==> config.mk <==
export PLATFORM = sky130hd
export DESIGN_NAME = config_register_file
export DESIGN_NICKNAME = d
export VERILOG_FILES = /design/src/rtl/config_register_file.sv
export SDC_FILE = /design/constraint.sdc
export NUM_CORES = 1
export LEC_CHECK = 0
export BUFFER_PORTS_ARGS = -buffer_cell sky130_fd_sc_hd__buf_4
export CAP_MARGIN = 5
export CORE_MARGIN = 3
export CORE_UTILIZATION = 37
export DETAILED_ROUTE_END_ITERATION = 12
export GPL_TIMING_DRIVEN = 0
export PLACE_DENSITY_LB_ADDON = 0.25
export SYNTH_ARGS = -nofsm -noshare
export SYNTH_HDL_FRONTEND = slang
export SYNTH_SLANG_ARGS = --single-unit
==> constraint.sdc <==
create_clock -name clk -period 7.8 [get_ports clk]
set_input_delay 0.39 -clock clk [delete_from_list [all_inputs] [get_ports clk]]
set_output_delay 0.39 -clock clk [all_outputs]
set_load 0.01 [all_outputs]
==> src/rtl/config_register_file.sv <==
// Block of NUM_REGS config words on a shared address/data bus, with optional shadow/commit buffering.
// Latency: write to shadow is 1 edge; read-back data and valid 1 cycle after config_read; commit is 1 edge.
// Backpressure: none; every bus cycle is accepted, and unmapped accesses pulse config_err.
module config_register_file #(
  parameter int          NUM_REGS      = 4,
  parameter int          DATA_WIDTH    = 32,
  parameter int          ADDR_WIDTH    = 8,
  parameter int unsigned BASE_ADDR     = 0,
  parameter bit          DOUBLE_BUFFER = 1'b1
) (
  input  logic                           clk,
  input  logic                           reset,
  input  logic [ADDR_WIDTH-1:0]          config_addr,
  input  logic [DATA_WIDTH-1:0]          config_data,
  input  logic                           config_write,
  input  logic                           config_read,
  input  logic                           config_commit,
  output logic [DATA_WIDTH-1:0]          read_config_data,
  output logic                           read_config_valid,
  output logic                           config_err,
  output logic                           pending,
  output logic [NUM_REGS*DATA_WIDTH-1:0] reg_out
);

  localparam int IDX_W = (NUM_REGS > 1) ? $clog2(NUM_REGS) : 1;

  // Decode bounds carry one extra bit so BASE_ADDR+NUM_REGS never wraps.
  localparam logic [ADDR_WIDTH:0] BASE_EXT = (ADDR_WIDTH+1)'(BASE_ADDR);
  localparam logic [ADDR_WIDTH:0] END_EXT  = (ADDR_WIDTH+1)'(BASE_ADDR + NUM_REGS);

  logic [ADDR_WIDTH:0]   addr_ext;
  logic                  hit;
  logic [IDX_W-1:0]      idx;
  logic                  wr_hit;
  logic                  access;

  logic [DATA_WIDTH-1:0] shadow_q [NUM_REGS];
  logic [DATA_WIDTH-1:0] active_q [NUM_REGS];

  assign addr_ext = {1'b0, config_addr};
  assign hit      = (addr_ext >= BASE_EXT) && (addr_ext < END_EXT);
  assign idx      = IDX_W'(addr_ext - BASE_EXT);
  assign wr_hit   = config_write && hit;
  assign access   = config_write || config_read;

  // Shadow words take every mapped write; they are also the read-back source.
  always_ff @(posedge clk or posedge reset) begin
    if (reset) begin
      for (int i = 0; i < NUM_REGS; i++) begin
        shadow_q[i] <= '0;
      end
    end else if (wr_hit) begin
      shadow_q[idx] <= config_data;
    end
  end

  // Read-back: data sampled from shadow before any same-cycle write lands.
  always_ff @(posedge clk or posedge reset) begin
    if (reset) begin
      read_config_data  <= '0;
      read_config_valid <= 1'b0;
    end else begin
      read_config_valid <= config_read;
      if (config_read) begin
        read_config_data <= hit ? shadow_q[idx] : '0;
      end
    end
  end

  // Unmapped write or read gives a single error pulse the following cycle.
  always_ff @(posedge clk or posedge reset) begin
    if (reset) begin
      config_err <= 1'b0;
    end else begin
      config_err <= access && !hit;
    end
  end

  generate
    if (DOUBLE_BUFFER) begin : g_double
      logic pending_q;

      // Commit copies every shadow word; a same-cycle write is folded in so it is not lost.
      always_ff @(posedge clk or posedge reset) begin
        if (reset) begin
          for (int i = 0; i < NUM_REGS; i++) begin
            active_q[i] <= '0;
          end
        end else if (config_commit) begin
          for (int i = 0; i < NUM_REGS; i++) begin
            if (wr_hit && (idx == IDX_W'(i))) begin
              active_q[i] <= config_data;
            end else begin
              active_q[i] <= shadow_q[i];
            end
          end
        end
      end

      // Pending tracks uncommitted writes; commit wins over a same-cycle write.
      always_ff @(posedge clk or posedge reset) begin
        if (reset) begin
          pending_q <= 1'b0;
        end else if (config_commit) begin
          pending_q <= 1'b0;
        end else if (wr_hit) begin
          pending_q <= 1'b1;
        end
      end

      assign pending = pending_q;
    end else begin : g_direct
      logic unused_commit;

      // Without buffering, mapped writes go straight to the core-facing words.
      always_ff @(posedge clk or posedge reset) begin
        if (reset) begin
          for (int i = 0; i < NUM_REGS; i++) begin
            active_q[i] <= '0;
          end
        end else if (wr_hit) begin
          active_q[idx] <= config_data;
        end
      end

      assign unused_commit = config_commit;
      assign pending       = 1'b0;
    end
  endgenerate

  // Core-facing words come straight from the active flops.
  genvar g;
  generate
    for (g = 0; g < NUM_REGS; g++) begin : g_out
      assign reg_out[g*DATA_WIDTH +: DATA_WIDTH] = active_q[g];
    end
  endgenerate

endmodule

==> qor.csv <==
metric,value,unit
status,"complete, no violations",
postRouteWirelength,48500,µm
synth.distinct_cells,21,
htree_levels,1,
synthArstFlopShare,100,%
antenna_found_initial,0,
max-slew-margin-rel,39.1,%
n_fill_cell,3298,
worstHoldPathType,in2reg,
overflow,0,
grt_util_met1,34.6,%
yosysTopAreaCell,dfrtp_1,
comb_power_share,10.3,%
final_layout_size_suffix_gt1_share,30.6,%
rows,69,
track_usage,24.7,%
path_class,in2reg,
yosys_warnings,0,
start_util,37.7,%
power_density,212,nW/µm²
setup_viol,0,
rsz0062_at_grt,false,
leakagePower,7.77,nW
post_drt_via_cell_ratio,5.87,
period_share,27.4,%
clock-sinks,291,
critPathRequiredTime,8.30,ns
power_frac_clock,44.0,%
clock-skew-final,0.00829,ns
final_core_util,47.2,%
pwr-share-seq,45.8,%
synthCells,1167,
slew_violations,0,
p_int,2.67,mW
tns,0,ns
fmax,467,MHz
worst_pin_slew,0.914,ns
yosys-top-cells-area,"dfrtp_1 (54%), o221ai_1 (8.3%), mux2_2 (7.9%)",
p_switching,903,µW
num_vias,11100,
fin_crit,2.14,ns
ys_ff_latch,291,
num_antenna_cells,0,
cts-buffers-inserted,31,
start_kind,input pin,
synth_top_area_share,54.2,%
synth_edf_count,0,
swShare,25.3,%
r2r_setup_slack,6.53,ns
drt_iter0_drc,968,
r2r-start,shadow_q[19]$_DFFE_PP0P_,
peakVddDrop,0.160,mV
avgSynthCellArea,11.5,µm²
firstDrtPassIters,5,
die_h,197,µm
hold_viol,0,
hold-path-cell-count,2,
arrival,2.64,ns
globalRouteMet2Util,40.0,%
syn_area,13400,µm²
seq_area,7280,µm²
top_usage_layer,met2,
tritoncts,yes,
final_nets,1460,
clk_latency,0.56,ns
grt_pass1_vias,11200,
min_to,shadow_q[24]$_DFFE_PP0P_,
synth_flop_cell,dfrtp_1,
use_met3,3.83,%
fp.dieW,197,µm
crit_fanout,10,
dieArea,38600,µm²
r2r_cells,2,
ant_nets,0,
fp.coreArea,35700,µm²
crit_path_end_kind,flip-flop,
reg2reg_to,read_config_data[19]$_DFFE_PP0P_,
ys_seq_area_share,54.2,%
area_growth,25.4,%
cts_root_buffer,clkbuf_16,
clk_pin_slew_worst_paths,0.06,ns
syn-num-nets,1212,
ioPinCount,208,
drv_cap,0,
grt_start_max_net_pins,42,
worst_hold_startpoint,config_data[24],
gp_congestion,0.855,
multi_input_area,5150,µm²
io_buffers,204,
clock_path_buffers,3,
drc,0,
wl_per_cell,25.5,µm
post-dp-hpwl,34100,µm
grt_pass1_wl,72100,µm
## cells by family (layout without fill, tap and decap cells)
| family | count (synthesis) | after routing | share of synthesized area [%] |
|---|---|---|---|
| AO/OA/AOI/OAI | 162 | 162 | 10.5 |
| buffers and inverters | 249 | 521 | 7.43 |
| flip-flops | 291 | 291 | 54.2 |
| multiplexers | 160 | 160 | 16.1 |
| AND/OR/NAND/NOR | 305 | 305 | 11.8 |
## power by group through the flow
stage	Combinational, mW	Clock, mW	Sequential (mW)
5_1_grt	0.397	1.65	1.64
4_1_cts	0.368	1.59	1.63
3_3_place_gp	0.348	0	1.66
6_report	0.366	1.57	1.64
2_1_floorplan	0.174	0	1.66
3_5_place_dp	0.366	0	1.66
## critical path, stage by stage
cell,delay [ns]
buf_4,0.11
nor4_1,0.66
buf_2,0.33
and3_1,0.17
clkbuf_1,0.36
buf_2,0.41
a22o_1,0.20
## synth_stat cells (3+ instances only)
cell type	count
o221ai_1	128
mux2_1	34
a22o_1	32
and3_1	5
clkbuf_1	69
mux4_2	32
buf_2	42
buf_1	5
mux2_2	94
dfrtp_1	291
buf_4	3
nand4_1	128
nor2_1	4
and2_1	33
nand3_1	3
nand2_1	128
inv_1	130
## layout by cell type, fill, tap and decap left out
master | Yosys | final
mux4_2 | 32 | 32
mux2_1 | 34 | 34
mux2_2 | 94 | 94
a22o_1 | 32 | 32
inv_1 | 130 | 129
buf_12 | 0 | 8
and3_1 | 5 | 5
o221ai_1 | 128 | 128
nor2_1 | 4 | 4
clkbuf_1 | 69 | 72
buf_2 | 42 | 42
dlygate4sd3_1 | 0 | 2
dfrtp_1 | 291 | 291
a21oi_1 | 2 | 2
and2_1 | 33 | 33
clkinvlp_4 | 0 | 4
nor2b_1 | 2 | 2
clkbuf_8 | 0 | 9
buf_4 | 3 | 207
nand3_1 | 3 | 3
nand2_1 | 128 | 128
nor3b_2 | 1 | 1
clkbuf_16 | 0 | 31
buf_16 | 0 | 1
clkinv_2 | 0 | 7
nand4_1 | 128 | 128
bufinv_16 | 0 | 4
buf_1 | 5 | 5
nor4_1 | 1 | 1
## per-layer routing
layer	routed length, µm	vias up
li1	-	4788
met1	20500	5751
met2	22900	520
met3	3520	90
met4	1600	0
met5	0	-
## state kept, by name, indices dropped and copies added, names as in the netlist
| name | count |
|---|---|
| pending | 1 |
| reg_out | 128 |
| read_config_valid | 1 |
| read_config_data | 32 |
| shadow_q | 128 |
| config_err | 1 |
## final cells by class
class	count	area share (%)
plain buffers	119	3.03
clock buffers	43	5.41
clock inverters	14	1.05
inverters	130	2.92
multi-input cells	627	30.6
flip-flops and latches	291	43.2
well taps	461	3.42
repair buffers	215	10.3
## worst max-delay path by stage
stage | from | end | slack [ns] | cells past startpoint
final | config_addr[4] | read_config_data[16]$_DFFE_PP0P_ | 5.66 | 7
after global routing | config_addr[4] | reg_out[85]$_DFFE_PP0P_ | 5.59 | 7
after CTS | config_addr[4] | reg_out[112]$_DFFE_PP0P_ | 5.64 | 7
after detailed placement | config_addr[4] | reg_out[110]$_DFFE_PP0P_ | 5.04 | 7
after global placement | reset | read_config_data[14]$_DFFE_PP0P_ | 1.64 | 2
after floorplan | reset | config_err$_DFF_PP0_ | 3.55 | 1
## per-stage QoR
stage               power (mW)  area, µm²  std cells  setup slack [ns]  hold slack (ns)
global route              3.69      16800       1900              5.59           0.0779
finish                    3.57      16800       1900              5.66           0.0824
floorplan                 1.83      13400       1167              3.55            0.421
detailed placement        2.03      15700       1841              5.04            0.467
global placement          2.01      15500       1832              1.64            0.491
CTS                       3.59      16800       1900              5.64           0.0685
## timing repair
action                                 4_1_cts  5_1_grt
resized for setup                            0        0
setup buffers                                0        0
endpoints found under the hold margin       18        0
hold buffers                                 2        0
No activity file was read; power rests on OpenSTA's default activity.
